`src/rtl/fifo8_lag_probe.sv`:
```
// Lag probe for a sample delay line: sends a marker after optional filler and times its return.
// Define FIFO8_LAG_PROBE_PRIME_EN to flush the path with 2^LAG_WIDTH filler samples before the marker.
module fifo8_lag_probe #(
   parameter int                    DATA_WIDTH = 8,
   parameter int                    LAG_WIDTH  = 7,
   parameter logic [DATA_WIDTH-1:0] MARKER     = 8'hA5,
   parameter logic [DATA_WIDTH-1:0] FILL       = 8'h00
) (
   input  logic                  clk,
   input  logic                  rstn,
   input  logic                  start,
   input  logic                  tick,
   output logic [DATA_WIDTH-1:0] probe_data,
   output logic                  probe_valid,
   input  logic [DATA_WIDTH-1:0] echo_data,
   input  logic                  echo_valid,
   output logic [LAG_WIDTH-1:0]  lag,
   output logic                  lag_valid,
   output logic                  timeout,
   output logic                  busy
);

   localparam logic [LAG_WIDTH-1:0] LAG_MAX = '1;

   typedef enum logic [1:0] {
      S_IDLE,
      S_PRIME,
      S_MARK,
      S_WAIT_ECHO
   } state_t;

   state_t                state_q, state_d;
   logic [LAG_WIDTH-1:0]  cnt_q, cnt_d;
   logic [DATA_WIDTH-1:0] probe_data_q, probe_data_d;
   logic                  probe_valid_q, probe_valid_d;
   logic [LAG_WIDTH-1:0]  lag_q, lag_d;
   logic                  lag_valid_q, lag_valid_d;
   logic                  timeout_q, timeout_d;
   logic                  busy_q, busy_d;
   logic                  match;

   assign match = echo_valid && (echo_data == MARKER);

   always_ff @(posedge clk or negedge rstn) begin
      if (!rstn) begin
         state_q       <= S_IDLE;
         cnt_q         <= '0;
         probe_data_q  <= '0;
         probe_valid_q <= 1'b0;
         lag_q         <= '0;
         lag_valid_q   <= 1'b0;
         timeout_q     <= 1'b0;
         busy_q        <= 1'b0;
      end else begin
         state_q       <= state_d;
         cnt_q         <= cnt_d;
         probe_data_q  <= probe_data_d;
         probe_valid_q <= probe_valid_d;
         lag_q         <= lag_d;
         lag_valid_q   <= lag_valid_d;
         timeout_q     <= timeout_d;
         busy_q        <= busy_d;
      end
   end

   always_comb begin
      state_d       = state_q;
      cnt_d         = cnt_q;
      probe_data_d  = probe_data_q;
      probe_valid_d = 1'b0;
      lag_d         = lag_q;
      lag_valid_d   = 1'b0;
      timeout_d     = 1'b0;
      busy_d        = busy_q;
      case (state_q)
         S_IDLE: begin
            if (start) begin
               cnt_d  = '0;
               busy_d = 1'b1;
`ifdef FIFO8_LAG_PROBE_PRIME_EN
               state_d = S_PRIME;
`else
               state_d = S_MARK;
`endif
            end
         end
`ifdef FIFO8_LAG_PROBE_PRIME_EN
         S_PRIME: begin
            if (tick) begin
               probe_valid_d = 1'b1;
               probe_data_d  = FILL;
               if (cnt_q == LAG_MAX) begin
                  cnt_d   = '0;
                  state_d = S_MARK;
               end else begin
                  cnt_d = cnt_q + LAG_WIDTH'(1);
               end
            end
         end
`endif
         S_MARK: begin
            // Echoes are not inspected here, so a marker looping straight back is not yet counted.
            if (tick) begin
               probe_valid_d = 1'b1;
               probe_data_d  = MARKER;
               cnt_d         = '0;
               state_d       = S_WAIT_ECHO;
            end
         end
         S_WAIT_ECHO: begin
            // A match takes priority over the timeout on the final tick.
            if (match) begin
               lag_d       = cnt_q;
               lag_valid_d = 1'b1;
               busy_d      = 1'b0;
               state_d     = S_IDLE;
            end else if (tick) begin
               if (cnt_q == LAG_MAX) begin
                  lag_d     = LAG_MAX;
                  timeout_d = 1'b1;
                  busy_d    = 1'b0;
                  state_d   = S_IDLE;
               end else begin
                  probe_valid_d = 1'b1;
                  probe_data_d  = FILL;
                  cnt_d         = cnt_q + LAG_WIDTH'(1);
               end
            end
         end
         default: state_d = S_IDLE;
      endcase
   end

   assign probe_data  = probe_data_q;
   assign probe_valid = probe_valid_q;
   assign lag         = lag_q;
   assign lag_valid   = lag_valid_q;
   assign timeout     = timeout_q;
   assign busy        = busy_q;

endmodule

```
`config.mk`:
```
export PLATFORM = sky130hd
export DESIGN_NAME = fifo8_lag_probe
export DESIGN_NICKNAME = d
export VERILOG_FILES = /design/src/rtl/fifo8_lag_probe.sv
export SDC_FILE = /design/constraint.sdc
export NUM_CORES = 1
export LEC_CHECK = 0
export CAP_MARGIN = 20
export CORE_UTILIZATION = 50
export CTS_CLUSTER_DIAMETER = 150
export DETAILED_ROUTE_END_ITERATION = 10
export PLACE_DENSITY = 0.89
export SETUP_SLACK_MARGIN = 0.1
export SYNTH_ARGS = -nofsm -noshare
export SYNTH_HDL_FRONTEND = slang
export SYNTH_SLANG_ARGS = --single-unit
export TNS_END_PERCENT = 20
```
`constraint.sdc`:
```
create_clock -name clk -period 4.8 [get_ports clk]
set_input_delay 0.96 -clock clk [delete_from_list [all_inputs] [get_ports clk]]
set_output_delay 0.96 -clock clk [all_outputs]
set_load 0.03 [all_outputs]
```
==> impl_results.md <==
* RePlAce Congestion at 0.8090
* Pre-Repair DR Iteration Count at 4
* Clock Sinks at 21
* Startpoint types: input port
* Die H at just under 50 um
* PD cells at 400.2 mW/mm2
* FMAX at 0.3810 GHz
* Final core utilization at 0.6648
* Crit path max fanout at 8
* Max-cap violation count at 0
* Root Driver: clkbuf_4
* Largest net degree at the start of global routing at 22
* Num ports at 32
* CORE AREA at 0.002042 mm2
* Drt total wl at 2.370 mm
* Netlist Area Pre-Place at 0.001127 mm2
* Most common cell after layout, fill and taps aside: clkdlybuf4s50_1
* Die ar. at 0.002449 mm2
* Worst path cell trace: clkdlybuf4s50_1 -> or3b_1 -> o31ai_2 -> nor2_1 -> a221o_1
* Die width at 49.49 um
* WP data required at 5000 ps
* Initial antenna violation count at 0
* CP Class: input port to flip-flop
* First-pass GRT wire length at 3.960 mm
* CTS tree: done
* Max stage delay cell, worst path: o31ai_2
* Post-CTS setup buffer count at 0
* Port Buffers at 27
* Fin. max-slew vios at 0
* CP max stage delay at 520 ps
* DRC errors left at 0
* Final HPWL DP at about 1.7 mm
* CTS Buf Count at 3
* Setup TNS at 0 ps
* Period Utilization, post-route at 0.5469
* Commonest cells after routing, fill and taps aside: 27 x clkdlybuf4s50_1, 21 x dfrtp_1, 10 x nand2_1
* Post-Synthesis Cells at 104
* Buf/Inv on CP at 1
* Clock buffer depth at 2
* Final WS setup at between 2000 and 2500 ps
* Vias at 927
* Ys Warns at 0
* Netlist cell types at 36
* Synth Area per Inst at 10.84 um2
* Per-cell routed wire length at about 15 um
* Status: finished clean
* Post-synthesis sequential area ratio at 0.4661
* Vias per cell at 6.019
* Worst slack, placed at about 1900 ps
* Antenna cells at 0
* Overflow after GRT at 0
* Final Setup Violations at 0
* ANT nets after route at 0
* Initial Util at 0.5521
* Num rows at 16
* Worst-skew pair later-pin latency at between 300 and 400 ps
* Minimum clock period at 2625 ps
* Tot GR Track Use at 0.2136
* Kind of end point of the critical path: flip-flop
* Rel. slew slack at 0.4089
* Clk slew on worst S/H paths at 120 ps
* CTS H-tree depth at 1
* Delay-heaviest family, CP: compound AO/OA/AOI/OAI gates
* Max IR drop VDD at approximately 0.00027 V
* DRT iter0 DRCs at 54
* Synthesis-to-finish area growth at 20.42%
* Layout cells sized above 1 at 0.07874
* Final Skew at 3.758 ps
* Hold WC Path Type: flip-flop to flip-flop
* Final nets at ~140
* Leak at 0.5974 nW
* Hold buffers post-CTS at 0
* Unrepaired setup endpoints after global routing: false
* WP data arrival at 2820 ps
* Final hold violation count at 0
* Synth Register Bits at 21
* Number of global-route vias before repair at between 800 and 900
* Post-CTS sizing at 0
* Slew at the pin with the worst max-slew slack at 884.0 ps
per-stage QoR:
step                instances  hold slack, ps  power [mW]  area [um2]
finish                    154           501.2      0.5433        1358
global placement          150           473.7      0.4438        1331
CTS                       154           504.0      0.5400        1358
detailed placement        150           477.2      0.4548        1331
global route              154           528.6      0.5710        1358
floorplan                 107           499.7      0.3983        1139
cells in the mapped netlist:
master | instances | area (um2)
o32a_1 | 1 | 10.01
nand4bb_1 | 1 | 11.26
a22o_1 | 1 | 8.760
nand3_1 | 4 | 20.02
a21oi_1 | 4 | 20.02
mux2_2 | 1 | 11.26
buf_6 | 2 | 22.52
nand2b_4 | 1 | 13.76
a2bb2oi_1 | 2 | 17.52
nor2_1 | 5 | 18.77
buf_4 | 7 | 52.55
inv_1 | 4 | 15.01
a21oi_4 | 1 | 16.27
o21ai_0 | 5 | 25.02
nand2b_1 | 1 | 6.260
nor4_1 | 4 | 25.02
or3_1 | 1 | 6.260
o31ai_2 | 1 | 12.51
and3_1 | 3 | 18.77
dfrtp_1 | 21 | 525.5
a211o_1 | 1 | 8.760
bufbuf_16 | 1 | 32.53
nor3_1 | 2 | 10.01
a41oi_4 | 1 | 27.53
a211oi_1 | 1 | 7.510
and2_2 | 1 | 7.510
o2bb2ai_1 | 1 | 8.760
clkbuf_1 | 1 | 3.750
nand2_1 | 10 | 37.54
or3b_1 | 1 | 8.760
and2_1 | 1 | 6.260
conb_1 | 1 | 3.750
o22a_1 | 9 | 78.83
ha_1 | 1 | 12.51
a221o_1 | 1 | 10.01
or2_2 | 1 | 6.260
layer usage:
metal	routed length, um	vias to the layer above	global-route usage
met1	945	435	0.2610
li1	-	415	-
met2	1172	65	0.3607
met5	0	-	0
met3	187	12	0.03704
met4	65	0	0.1095
cell families after synthesis:
logic type	after synthesis	synth area share
other	1	0.003326
AOI/OAI and AO/OA	29	0.2231
DFF	21	0.4661
buffers and inverters	15	0.1121
and+or+nand+nor	36	0.1743
muxes	1	0.009988
adders and majority gates	1	0.01110
worst paths after layout:
check | from | end | slack (ps) | depth (start not counted)
worst min register to register | lag[3]$_DFFE_PN0P_ | lag[3]$_DFFE_PN0P_ | 500 | 1
worst max register to register | cnt_q[0]$_DFFE_PN0P_ | cnt_q[4]$_DFFE_PN0P_ | 2670 | 5
max in group asynchronous | rstn | timeout$_DFF_PN0_ | 3120 | 1
worst max-delay path | echo_data[5] | cnt_q[4]$_DFFE_PN0P_ | 2180 | 5
worst min-delay path | lag[3]$_DFFE_PN0P_ | lag[3]$_DFFE_PN0P_ | 500 | 1
min in group asynchronous | rstn | cnt_q[5]$_DFFE_PN0P_ | 1140 | 1
power breakdown:
group	leakage, nW	total, mW	switching [mW]	internal, mW
sequential	0.270	0.263	0.0522	0.210
clock	0.0150	0.0861	0.0536	0.0325
combinational	0.313	0.195	0.106	0.0890
total	0.597	0.543	0.211	0.332
flip-flops by register name (all words and copies together), names as in the netlist:
register	cells
timeout	1
busy	1
probe_data	1
cnt_q	7
probe_valid	1
lag	7
lag_valid	1
state_q	2
worst register-to-register path, stage by stage, from the launching register on:
cell and delay [ps]:
dfrtp_1 440, ha_1 220, nand3_1 200, o21ai_0 650
nor2_1 170, a221o_1 350
final cells by class:
cell class / instances / area, um2
fillers: 172 / 684.4
flip-flops and latches: 21 / 525.5
multi-input cells: 71 / 486.7
repair buffers: 27 / 270.3
well taps: 27 / 33.78
clock buffers: 4 / 26.28
inverters: 4 / 15.01
Power figures use the tool's default switching activity.
